## config.mk

```make
export PLATFORM = sky130hd
export DESIGN_NAME = ps2_key_decoder_flat
export DESIGN_NICKNAME = d
export VERILOG_FILES = /design/src/rtl/ps2_key_decoder_if.sv /design/src/rtl/ps2_key_decoder.sv /design/src/flat_wrapper.sv
export SDC_FILE = /design/constraint.sdc
export NUM_CORES = 1
export LEC_CHECK = 0
export CORE_MARGIN = 1
export CORE_UTILIZATION = 59
export CTS_CLUSTER_DIAMETER = 50
export DETAILED_ROUTE_END_ITERATION = 7
export PLACE_DENSITY = 0.89
export SETUP_SLACK_MARGIN = 0.3
export SLEW_MARGIN = 30
export SYNTH_ARGS = -nofsm -noshare
export SYNTH_HDL_FRONTEND = slang
export SYNTH_SLANG_ARGS = --single-unit
export TNS_END_PERCENT = 30
```

## constraint.sdc

```tcl
create_clock -name clk -period 2.9 [get_ports clk]
set_input_delay 0.87 -clock clk [delete_from_list [all_inputs] [get_ports clk]]
set_output_delay 0.87 -clock clk [all_outputs]
set_load 0.01 [all_outputs]
```

## src/rtl/ps2_key_decoder_if.sv

```systemverilog
// Byte-stream input and key-event output bundle of the PS/2 scan-code decoder.
interface ps2_key_decoder_if;
  logic [7:0] rx_byte;
  logic       rx_valid;
  logic       evt_ready;
  logic       evt_valid;
  logic [7:0] evt_code;
  logic       evt_ext;
  logic       evt_break;
  logic       ovf_clr;
  logic       overflow;

  modport master (
    output rx_byte, rx_valid, evt_ready, ovf_clr,
    input  evt_valid, evt_code, evt_ext, evt_break, overflow
  );

  modport slave (
    input  rx_byte, rx_valid, evt_ready, ovf_clr,
    output evt_valid, evt_code, evt_ext, evt_break, overflow
  );
endinterface

```

## src/rtl/ps2_key_decoder.sv

```systemverilog
// Scan-code set 2 parser: turns PS/2 byte sequences into key events,
// filters typematic repeats and queues events in a show-ahead FIFO.
module ps2_key_decoder #(
  parameter int unsigned FIFO_DEPTH    = 4,
  parameter int unsigned FILTER_REPEAT = 1
) (
  input  logic              clk,
  input  logic              rst_n,
  ps2_key_decoder_if.slave  bus
);
  localparam int unsigned AW = $clog2(FIFO_DEPTH);
  localparam int unsigned PW = AW + 1;
  localparam int unsigned EW = 10;

  typedef enum logic [2:0] {
    S_IDLE    = 3'd0,
    S_EXT     = 3'd1,
    S_BRK     = 3'd2,
    S_EXT_BRK = 3'd3,
    S_PAUSE   = 3'd4
  } state_t;

  state_t          state;
  logic [2:0]      skip_cnt;
  logic            held_valid;
  logic [8:0]      held_key;
  logic [EW-1:0]   mem [FIFO_DEPTH];
  logic [PW-1:0]   wr_ptr;
  logic [PW-1:0]   rd_ptr;
  logic            evt_valid_q;
  logic            overflow_q;

  logic            emit_c;
  logic            pause_c;
  logic            ev_ext_c;
  logic            ev_brk_c;
  logic [7:0]      ev_code_c;
  logic            housekeep_c;
  logic            fake_shift_c;
  logic            held_match_c;
  logic            push_c;
  logic            pop_c;
  logic            full_c;
  logic            wr_en_c;
  logic            drop_c;
  logic [PW-1:0]   wr_ptr_nxt_c;
  logic [PW-1:0]   rd_ptr_nxt_c;

  // Byte classification and event generation for the current strobe
  always_comb begin
    emit_c       = 1'b0;
    pause_c      = 1'b0;
    ev_ext_c     = 1'b0;
    ev_brk_c     = 1'b0;
    ev_code_c    = bus.rx_byte;
    housekeep_c  = (bus.rx_byte == 8'hAA) || (bus.rx_byte == 8'hFA) ||
                   (bus.rx_byte == 8'hFE) || (bus.rx_byte == 8'hEE) ||
                   (bus.rx_byte == 8'h00) || (bus.rx_byte == 8'hFF);
    fake_shift_c = (bus.rx_byte == 8'h12) || (bus.rx_byte == 8'h59);
    if (bus.rx_valid) begin
      case (state)
        S_IDLE: begin
          if (bus.rx_byte != 8'hE0 && bus.rx_byte != 8'hF0 &&
              bus.rx_byte != 8'hE1 && !housekeep_c)
            emit_c = 1'b1;
        end
        S_EXT: begin
          ev_ext_c = 1'b1;
          if (bus.rx_byte != 8'hF0 && !fake_shift_c) emit_c = 1'b1;
        end
        S_BRK: begin
          ev_brk_c = 1'b1;
          emit_c   = 1'b1;
        end
        S_EXT_BRK: begin
          ev_ext_c = 1'b1;
          ev_brk_c = 1'b1;
          if (!fake_shift_c) emit_c = 1'b1;
        end
        S_PAUSE: begin
          if (skip_cnt == 3'd1) begin
            emit_c    = 1'b1;
            pause_c   = 1'b1;
            ev_ext_c  = 1'b1;
            ev_code_c = 8'h77;
          end
        end
        default: emit_c = 1'b0;
      endcase
    end
  end

  // Repeat filter and FIFO control
  always_comb begin
    held_match_c = held_valid && (held_key == {ev_ext_c, ev_code_c});
    push_c       = emit_c &&
                   (pause_c || ev_brk_c || !((FILTER_REPEAT != 0) && held_match_c));
    pop_c        = evt_valid_q && bus.evt_ready;
    full_c       = (wr_ptr[AW] != rd_ptr[AW]) && (wr_ptr[AW-1:0] == rd_ptr[AW-1:0]);
    wr_en_c      = push_c && (!full_c || pop_c);
    drop_c       = push_c && full_c && !pop_c;
    wr_ptr_nxt_c = wr_en_c ? wr_ptr + PW'(1) : wr_ptr;
    rd_ptr_nxt_c = pop_c   ? rd_ptr + PW'(1) : rd_ptr;
  end

  // Parser state machine
  always_ff @(posedge clk or negedge rst_n) begin
    if (!rst_n) begin
      state    <= S_IDLE;
      skip_cnt <= 3'd0;
    end else if (bus.rx_valid) begin
      case (state)
        S_IDLE: begin
          if (bus.rx_byte == 8'hE0)      state <= S_EXT;
          else if (bus.rx_byte == 8'hF0) state <= S_BRK;
          else if (bus.rx_byte == 8'hE1) begin
            state    <= S_PAUSE;
            skip_cnt <= 3'd7;
          end
        end
        S_EXT:     state <= (bus.rx_byte == 8'hF0) ? S_EXT_BRK : S_IDLE;
        S_BRK:     state <= S_IDLE;
        S_EXT_BRK: state <= S_IDLE;
        S_PAUSE: begin
          if (skip_cnt == 3'd1) state <= S_IDLE;
          else                  skip_cnt <= skip_cnt - 3'd1;
        end
        default:   state <= S_IDLE;
      endcase
    end
  end

  // Held-key tracking; Pause never touches it
  always_ff @(posedge clk or negedge rst_n) begin
    if (!rst_n) begin
      held_valid <= 1'b0;
      held_key   <= '0;
    end else if ((FILTER_REPEAT != 0) && emit_c && !pause_c) begin
      if (!ev_brk_c && !held_match_c) begin
        held_valid <= 1'b1;
        held_key   <= {ev_ext_c, ev_code_c};
      end else if (ev_brk_c && held_match_c) begin
        held_valid <= 1'b0;
      end
    end
  end

  // Event FIFO storage, pointers and sticky overflow
  always_ff @(posedge clk or negedge rst_n) begin
    if (!rst_n) begin
      for (int unsigned i = 0; i < FIFO_DEPTH; i++) mem[i] <= '0;
      wr_ptr      <= '0;
      rd_ptr      <= '0;
      evt_valid_q <= 1'b0;
      overflow_q  <= 1'b0;
    end else begin
      if (wr_en_c) mem[wr_ptr[AW-1:0]] <= {ev_ext_c, ev_brk_c, ev_code_c};
      wr_ptr      <= wr_ptr_nxt_c;
      rd_ptr      <= rd_ptr_nxt_c;
      evt_valid_q <= (wr_ptr_nxt_c != rd_ptr_nxt_c);
      if (drop_c)           overflow_q <= 1'b1;
      else if (bus.ovf_clr) overflow_q <= 1'b0;
    end
  end

  assign bus.evt_valid = evt_valid_q;
  assign bus.evt_ext   = mem[rd_ptr[AW-1:0]][9];
  assign bus.evt_break = mem[rd_ptr[AW-1:0]][8];
  assign bus.evt_code  = mem[rd_ptr[AW-1:0]][7:0];
  assign bus.overflow  = overflow_q;
endmodule
```

## src/flat_wrapper.sv

```systemverilog
// flat-port wrapper written by rule: the top's interface ports become plain ports
module ps2_key_decoder_flat 
#(
  parameter int unsigned FIFO_DEPTH    = 4,
  parameter int unsigned FILTER_REPEAT = 1
)
  (clk, rst_n, bus_rx_byte, bus_rx_valid, bus_evt_ready, bus_ovf_clr, bus_evt_valid, bus_evt_code, bus_evt_ext, bus_evt_break, bus_overflow);
  ps2_key_decoder_if bus_i ();
  input  logic clk;
  input  logic rst_n;
  input wire logic [$bits(bus_i.rx_byte)-1:0] bus_rx_byte;
  input wire logic [$bits(bus_i.rx_valid)-1:0] bus_rx_valid;
  input wire logic [$bits(bus_i.evt_ready)-1:0] bus_evt_ready;
  input wire logic [$bits(bus_i.ovf_clr)-1:0] bus_ovf_clr;
  output wire logic [$bits(bus_i.evt_valid)-1:0] bus_evt_valid;
  output wire logic [$bits(bus_i.evt_code)-1:0] bus_evt_code;
  output wire logic [$bits(bus_i.evt_ext)-1:0] bus_evt_ext;
  output wire logic [$bits(bus_i.evt_break)-1:0] bus_evt_break;
  output wire logic [$bits(bus_i.overflow)-1:0] bus_overflow;
  assign bus_i.rx_byte = bus_rx_byte;
  assign bus_i.rx_valid = bus_rx_valid;
  assign bus_i.evt_ready = bus_evt_ready;
  assign bus_i.ovf_clr = bus_ovf_clr;
  assign bus_evt_valid = bus_i.evt_valid;
  assign bus_evt_code = bus_i.evt_code;
  assign bus_evt_ext = bus_i.evt_ext;
  assign bus_evt_break = bus_i.evt_break;
  assign bus_overflow = bus_i.overflow;
  ps2_key_decoder #(.FIFO_DEPTH(FIFO_DEPTH), .FILTER_REPEAT(FILTER_REPEAT)) u_core (.clk(clk), .rst_n(rst_n), .bus(bus_i));
endmodule
```

==> results of run 1 <==
worst paths after layout:
path / depth (start not counted) / endpoint / slack (ns)
setup / recovery: 15 / u_core.held_key[8] / -0.01
hold / removal: 1 / u_core.mem[17] / 0.52
setup reg to reg: 15 / u_core.held_key[8] / -0.01
hold reg to reg: 1 / u_core.mem[17] / 0.52
max in group asynchronous: 2 / u_core.state[1] / 1.69
min in group asynchronous: 1 / u_core.mem[35] / 0.55
placed cells by master (no fill, tap or decap), types with 10 or more instances in the layout:
cell and instances:
dfrtp_1 62, buf_4 57, mux2_4 32, inv_1 16, nand2_1 15, mux2_2 12
clkbuf_8 11, nor2_1 10, mux4_2 10, clkdlybuf4s50_1 10
synthesized netlist by cell type, types with 2 or more instances:
master	n	area share, %
and3_1	3	0.54
nand2_4	3	0.97
mux2_2	41	13
mux4_2	10	6.5
xnor2_1	8	2.0
buf_2	5	0.72
nor3_1	5	0.72
ha_1	8	2.9
o21ai_0	13	1.9
buf_1	2	0.22
nand3b_1	3	0.65
xor2_1	6	1.5
inv_1	17	1.8
nand3_1	4	0.57
a2111oi_0	5	1.3
dfrtp_1	64	46
nand4_1	2	0.36
a21oi_1	9	1.3
and3b_1	2	0.50
nor4b_1	3	0.75
clkbuf_1	6	0.65
nand2_1	19	2.0
nor2_1	10	1.1
nor4_1	6	1.1
mux2_1	3	0.97
o211ai_1	3	0.65
a31oi_1	3	0.54
a211oi_1	3	0.65
nand2b_1	5	0.90
per-layer routing:
| metal | vias to the layer above | wire length, µm |
|---|---|---|
| met5 | - | 0 |
| met3 | 136 | 1580 |
| li1 | 1282 | - |
| met4 | 0 | 1180 |
| met1 | 1652 | 4790 |
| met2 | 312 | 6430 |
metrics by stage:
step	hold slack (ns)	instances
5_1_grt	0.531	466
3_3_place_gp	0.482	425
6_report	0.515	466
4_1_cts	0.513	459
2_1_floorplan	0.467	295
3_5_place_dp	0.497	425
registers in the layout (all words and copies together) (netlist names), 3 cells and up:
register         cells
u_core.mem          40
u_core.skip_cnt      3
u_core.rd_ptr        3
u_core.state         3
u_core.held_key      9
u_core.wr_ptr        3
critical path: cells and delay by family (launching register included):
| family | cells | cell delay (ns) |
|---|---|---|
| DFF | 1 | 0.40 |
| buffers and inverters | 5 | 0.67 |
| AOI/OAI and AO/OA | 3 | 0.50 |
| adders and majority gates | 2 | 0.39 |
| and+or+nand+nor | 5 | 0.82 |
final cells by class:
type | instances | area (µm²)
Tap cell | 72 | 90.1
Fill cell | 227 | 597
Clock buffer | 11 | 151
Inverter | 17 | 63.8
Sequential cell | 64 | 1600
Timing Repair Buffer | 94 | 828
Clock inverter | 5 | 86.3
Multi-Input combinational cell | 203 | 2190
timing repair:
action / 4_1_cts / 5_1_grt
gates resized for setup: 107 / 22
endpoints found under the setup margin: 67 / 63
pin swaps: 13 / 10
cloned: 3 / 0
setup buffers: 15 / 7
cell families (layout without fill, tap and decap cells):
family	Yosys count	after routing	share of synthesized area, %
and+or+nand+nor	76	79	13.2
DFF	64	64	46.0
muxes	55	55	21.0
AOI/OAI and AO/OA	46	46	9.27
buffers and inverters	31	127	3.56
xor gates and xnor gates	15	15	4.17
adders and majority gates	8	8	2.87
power groups by stage:
| stage | combinational (mW) | sequential (mW) | clock (mW) |
|---|---|---|---|
| after floorplan | 1.37 | 1.47 | 0 |
| after global placement | 1.98 | 1.52 | 0 |
| after detailed placement | 2.08 | 1.56 | 0 |
| after CTS | 2.47 | 1.58 | 0.915 |
| after global routing | 2.90 | 1.68 | 0.991 |
| final | 2.78 | 1.68 | 0.953 |
==> results.sh, run 1 <==
export IMPL_netlist_area_um2=3480
export IMPL_ys_seq_area_share_pct=46.0
export IMPL_wl_per_cell_um=30.0
export IMPL_drcViolationCount=0
export IMPL_p_leak_nw=2.30
export IMPL_synthArstFlopShare_pct=100
export IMPL_syn_inst=295
export IMPL_rsz0062_at_grt="yes"
export IMPL_cts_tree="built"
export IMPL_combPwrFrac_pct=51.3
export IMPL_tightestPinTransition_ns=0.692
export IMPL_antenna_found_initial=1
export IMPL_n_antenna_cell=0
export IMPL_grt_ovfl_total=0
export IMPL_synth_fp_nets=316
export IMPL_seq_power_share_pct=31.1
export IMPL_cts_path_max_buffers=2
export IMPL_dieArea_um2=6210
export IMPL_p_int_mw=3.26
export IMPL_final_setup_viol_count=3
export IMPL_maxCapViolCount=0
export IMPL_vias_per_cell=7.26
export IMPL_grt_max_degree=37
export IMPL_p_switching_mw=2.15
export IMPL_path_max_fanout=8
export IMPL_initial_core_util_pct=62.1
export IMPL_ys_types=53
export IMPL_slowest_delay_ns=0.40
export IMPL_grt_pass1_vias=3379
export IMPL_hold_viol=0
export IMPL_chipWidth_um=78.8
export IMPL_io_buffers=24
export IMPL_initialDrtViolationCount=512
export IMPL_vias=3382
export IMPL_core_area_um2=5610
export IMPL_busiest_layer="met2"
export IMPL_rows=27
export IMPL_timing_setup_tns_ns=-0.0328
export IMPL_dpl_worst_slack_ns=-1.22
export IMPL_slew_violations=0
export IMPL_firstDrtPassIters=6
export IMPL_finish_instance_area_um2=5010
export IMPL_worstPathArrival_ns=3.14
export IMPL_total_power_mw=5.42
export IMPL_drt_wl_total_mm=14.0
export IMPL_hp_start="u_core.mem[17]"
export IMPL_syn_avg_cell_area_um2=11.8
export IMPL_startpoint_type="flop"
export IMPL_clockPowerShare_pct=17.6
export IMPL_cp_cell_sequence="inv_2, ha_4, buf_6, nand3b_1, buf_6, o211ai_1, o2111ai_2, nand2b_1, nand4bb_1, ha_2, nor3b_4, buf_6, buf_12, nand2_4, o21ai_2"
export IMPL_power_density_nw_per_um2=1080
export IMPL_drive_above_1_share_pct=49.0
export IMPL_p_sw_share_pct=39.8
export IMPL_clock_latency_ns=0.36
export IMPL_die_y_um=78.8
export IMPL_use_met3_pct=10.9
export IMPL_maxSlewHeadroom_pct=53.8
export IMPL_fin_crit_ns=2.91
export IMPL_drtAntennaViolNets=0
export IMPL_r2r_start="u_core.skip_cnt[1]"
export IMPL_pin_count=25
export IMPL_clock_skew_ns=0.0156
export IMPL_end_kind="flop"
export IMPL_clock_sinks=64
export IMPL_synthFlopType="dfrtp_1"
export IMPL_cts_htree_levels=3
export IMPL_min_period_over_period_pct=100
export IMPL_synth_edff_count=0
export IMPL_dpl_cell_area_um2=4250
export IMPL_status="complete, but fails checks"
export IMPL_clk_pin_slew_ns=0.07
export IMPL_clock_fmax_mhz=343
export IMPL_nets=410
export IMPL_violations="setup timing"
export IMPL_grt_usage_pct=43.5
export IMPL_crit_top_cell="buf_6"
export IMPL_worst_setup_path_type="flop to flop"
export IMPL_gp_congestion=0.925
export IMPL_synth_seq_cells=64
export IMPL_met2_usage_pct=72.5
export IMPL_crit_path_top_delay_cell="dfrtp_1"
export IMPL_peakVddDrop_mv=0.774
export IMPL_startpoint="u_core.skip_cnt[1]"
export IMPL_layout_setup_ws_ns=-0.0130
export IMPL_grt_pass1_wl_mm=19.4
export IMPL_final_util_pct=89.4
export IMPL_area_growth_pct=43.9
export IMPL_required_ns=3.13
export IMPL_use_met1_pct=53.2
export IMPL_root_buffer="clkbuf_8"
export IMPL_ys_warnings_count=0
export IMPL_ctsHoldBuffers=0
export IMPL_post_dp_hpwl_mm=6.16
export IMPL_cts_buffers=9
export IMPL_worst_hold_path_type="flop to flop"
Note: power is estimated with default switching activity, not from simulation.
==> run 2, diff against run 1 <==
Settings changed: SLEW_MARGIN 30 to default.
==> results of run 2 <==
The final DEF is identical to that of run 1; final timing and power are the same.
==> run 3, diff against run 2 <==
Settings changed: CORE_UTILIZATION 59 to 60, PLACE_DENSITY 0.89 to 0.9.
Clock period 2.9 ns to 3.7 ns, I/O delays scaled along.
==> run 3 against run 2 <==
Against the previous run:
- the run now ends clean
- setup slack better by 0.23 ns
- global-route usage decreased by 15 points
- combinational power decreased by 43%
- cell area fell by 14%
- non-clock buffer count fell by 38
- count of clock-buffer cells in the layout down 1
- cell count down 8.8%
- via count is 22% lower
- clock power down 42%
- sequential power fell by 26%
- sequential share of layout area up 5.1 points
- highest routed layer unchanged
==> results.sh, run 3 (synthesized netlist as in run 1, its figures left out) <==
export IMPL_n_antenna_cell=0
export IMPL_multi_input_area_um2=1890
export IMPL_drcViolationCount=0
export IMPL_maxCapViolCount=0
export IMPL_reg2reg_setup_slack_ns=0.71
export IMPL_dpl_cell_area_um2=3940
export IMPL_die_y_um=78.2
export IMPL_worst_setup_path_type="input pin to flop"
export IMPL_crit_path_top_delay_cell="clkdlybuf4s50_1"
export IMPL_clock_latency_ns=0.35
export IMPL_rsz0062_at_grt="yes"
export IMPL_dieArea_um2=6110
export IMPL_drtAntennaViolNets=0
export IMPL_fillers=331
export IMPL_antenna_found_initial=0
export IMPL_post_dp_hpwl_mm=5.21
export IMPL_worstPathArrival_ns=3.71
export IMPL_min_delay_worst_endpoint="u_core.mem[38]"
export IMPL_wl_per_cell_um=19.6
export IMPL_tightestPinTransition_ns=0.832
export IMPL_r2r_start="u_core.state[2]"
export IMPL_path_max_fanout=10
export IMPL_clk_pin_slew_ns=0.08
export IMPL_top_regs="u_core.mem: 40 flops, u_core.held_key: 9 flops"
export IMPL_reg2reg_depth=8
export IMPL_clock_sinks=64
export IMPL_rr_endpoint="u_core.mem[38]"
export IMPL_chipWidth_um=78.2
export IMPL_p_leak_nw=1.87
export IMPL_slew_violations=0
export IMPL_core_area_um2=5540
export IMPL_final_setup_viol_count=0
export IMPL_grt_pass1_vias=2587
export IMPL_hold_viol=0
export IMPL_root_buffer="clkbuf_8"
export IMPL_required_ns=3.93
export IMPL_ff_latch_area_um2=1600
export IMPL_min_period_over_period_pct=94.0
export IMPL_ctsHoldBuffers=0
export IMPL_vias=2645
export IMPL_crit_top_cell="buf_6"
export IMPL_cts_htree_levels=3
export IMPL_gp_congestion=0.839
export IMPL_power_density_nw_per_um2=781
export IMPL_drt_wl_total_mm=8.33
export IMPL_regMostFlops="u_core.mem"
export IMPL_worst_hold_path_type="flop to flop"
export IMPL_cp_cell_sequence="clkdlybuf4s50_1, buf_6, xor2_4, a2111oi_2, a311oi_1, and4bb_4, a211oi_4, buf_6, nand2_4, mux2_2"
export IMPL_instances_no_fill=425
export IMPL_cts_buffers=9
export IMPL_cts_tree="built"
export IMPL_slowest_delay_ns=0.48
export IMPL_initial_core_util_pct=62.9
export IMPL_final_cell_mix="dfrtp_1 (64), mux2_2 (41), buf_4 (27), clkdlybuf4s50_1 (22), nand2_1 (19)"
export IMPL_clock_skew_ns=0.0112
export IMPL_place_inst=403
export IMPL_end_kind="flop"
export IMPL_clock_fmax_mhz=287
export IMPL_finish_instance_area_um2=4320
export IMPL_grt_ovfl_total=0
export IMPL_fin_crit_ns=3.48
export IMPL_area_growth_pct=24.0
export IMPL_largest_reg_flops=40
export IMPL_startpoint_type="input pin"
export IMPL_vias_per_cell=6.22
export IMPL_grt_pass1_wl_mm=12.9
export IMPL_io_buffers=24
export IMPL_pin_count=25
export IMPL_crit_buf_inv=3
export IMPL_whs_path_depth=1
export IMPL_nets=369
export IMPL_initialDrtViolationCount=151
export IMPL_grt_max_degree=39
export IMPL_hp_start="u_core.mem[38]"
export IMPL_firstDrtPassIters=7
export IMPL_crit_family="buffers and inverters"
export IMPL_layout_commonest_cell="dfrtp_1"
export IMPL_timing_setup_tns_ns=0
export IMPL_grt_usage_pct=28.8
export IMPL_cts_path_max_buffers=2
export IMPL_status="completed"
export IMPL_maxSlewHeadroom_pct=44.5
export IMPL_rows=27
export IMPL_drive_above_1_share_pct=34.6
export IMPL_peakVddDrop_mv=0.541
[run 3: cell count changes in the layout (fill, tap and decap cells not counted), moves of 12 or more]
cell,previous run,this run
buf_4,57,27
clkdlybuf4s50_1,10,22
mux2_2,12,41
mux2_4,32,0
[run 3: stage by stage]
stage | setup slack [ns] | power, mW | hold WS, ns | util (%)
after floorplan | 0.402 | 2.18 | 0.459 | -
after global placement | -0.139 | 2.60 | 0.469 | 71.2
after detailed placement | -0.134 | 2.68 | 0.481 | 71.2
after CTS | 0.290 | 3.27 | 0.499 | 75.0
after global routing | 0.159 | 3.58 | 0.522 | 77.9
final | 0.221 | 3.37 | 0.499 | 77.9
[run 3: repair_timing]
item                                    CTS  global route
gates cloned                              0             1
resized for setup                         6            26
buffers inserted                          0             5
pin swaps                                 2             3
endpoints found under the setup margin   43            46
[run 3: power breakdown]
part	leakage (nW)	switching [mW]	total [mW]	internal [mW]
logic	1.00	0.696	1.58	0.880
clock network	0.0926	0.288	0.551	0.263
registers	0.776	0.250	1.25	0.997
[run 3: worst max path at each step]
stage / startpoint / end / cells past startpoint
after floorplan: bus_rx_valid / u_core.mem[4] / 8
after global placement: bus_rx_valid / u_core.mem[13] / 9
after detailed placement: bus_rx_valid / u_core.mem[13] / 9
after CTS: bus_rx_byte[0] / u_core.bus.evt_valid / 9
after global routing: bus_rx_byte[4] / u_core.mem[20] / 10
final: bus_rx_byte[4] / u_core.mem[20] / 10
[run 3: per-layer routing]
layer | vias up | wire length [µm] | GRT usage [%]
met5 | - | 0 | 0
met4 | 0 | 367 | 15.7
met3 | 36 | 417 | 7.33
met2 | 85 | 4130 | 44.5
met1 | 1330 | 3410 | 37.3
li1 | 1194 | - | -
[run 3: worst register-to-register path: cells and delay by family, from the launching register on]
family | cells | cell delay (ns)
muxes | 1 | 0.33
AOI/OAI and AO/OA | 3 | 0.82
DFF | 1 | 0.63
buffers and inverters | 1 | 0.19
and+or+nand+nor | 3 | 0.93
[run 3: layout make-up]
cell class | count | area share [%]
Inverter | 17 | 1.48
Multi-Input combinational cell | 200 | 43.8
Sequential cell | 64 | 37.1
Tap cell | 72 | 2.09
Clock buffer | 10 | 3.19
Timing Repair Buffer | 56 | 11.4
Clock inverter | 6 | 1.01
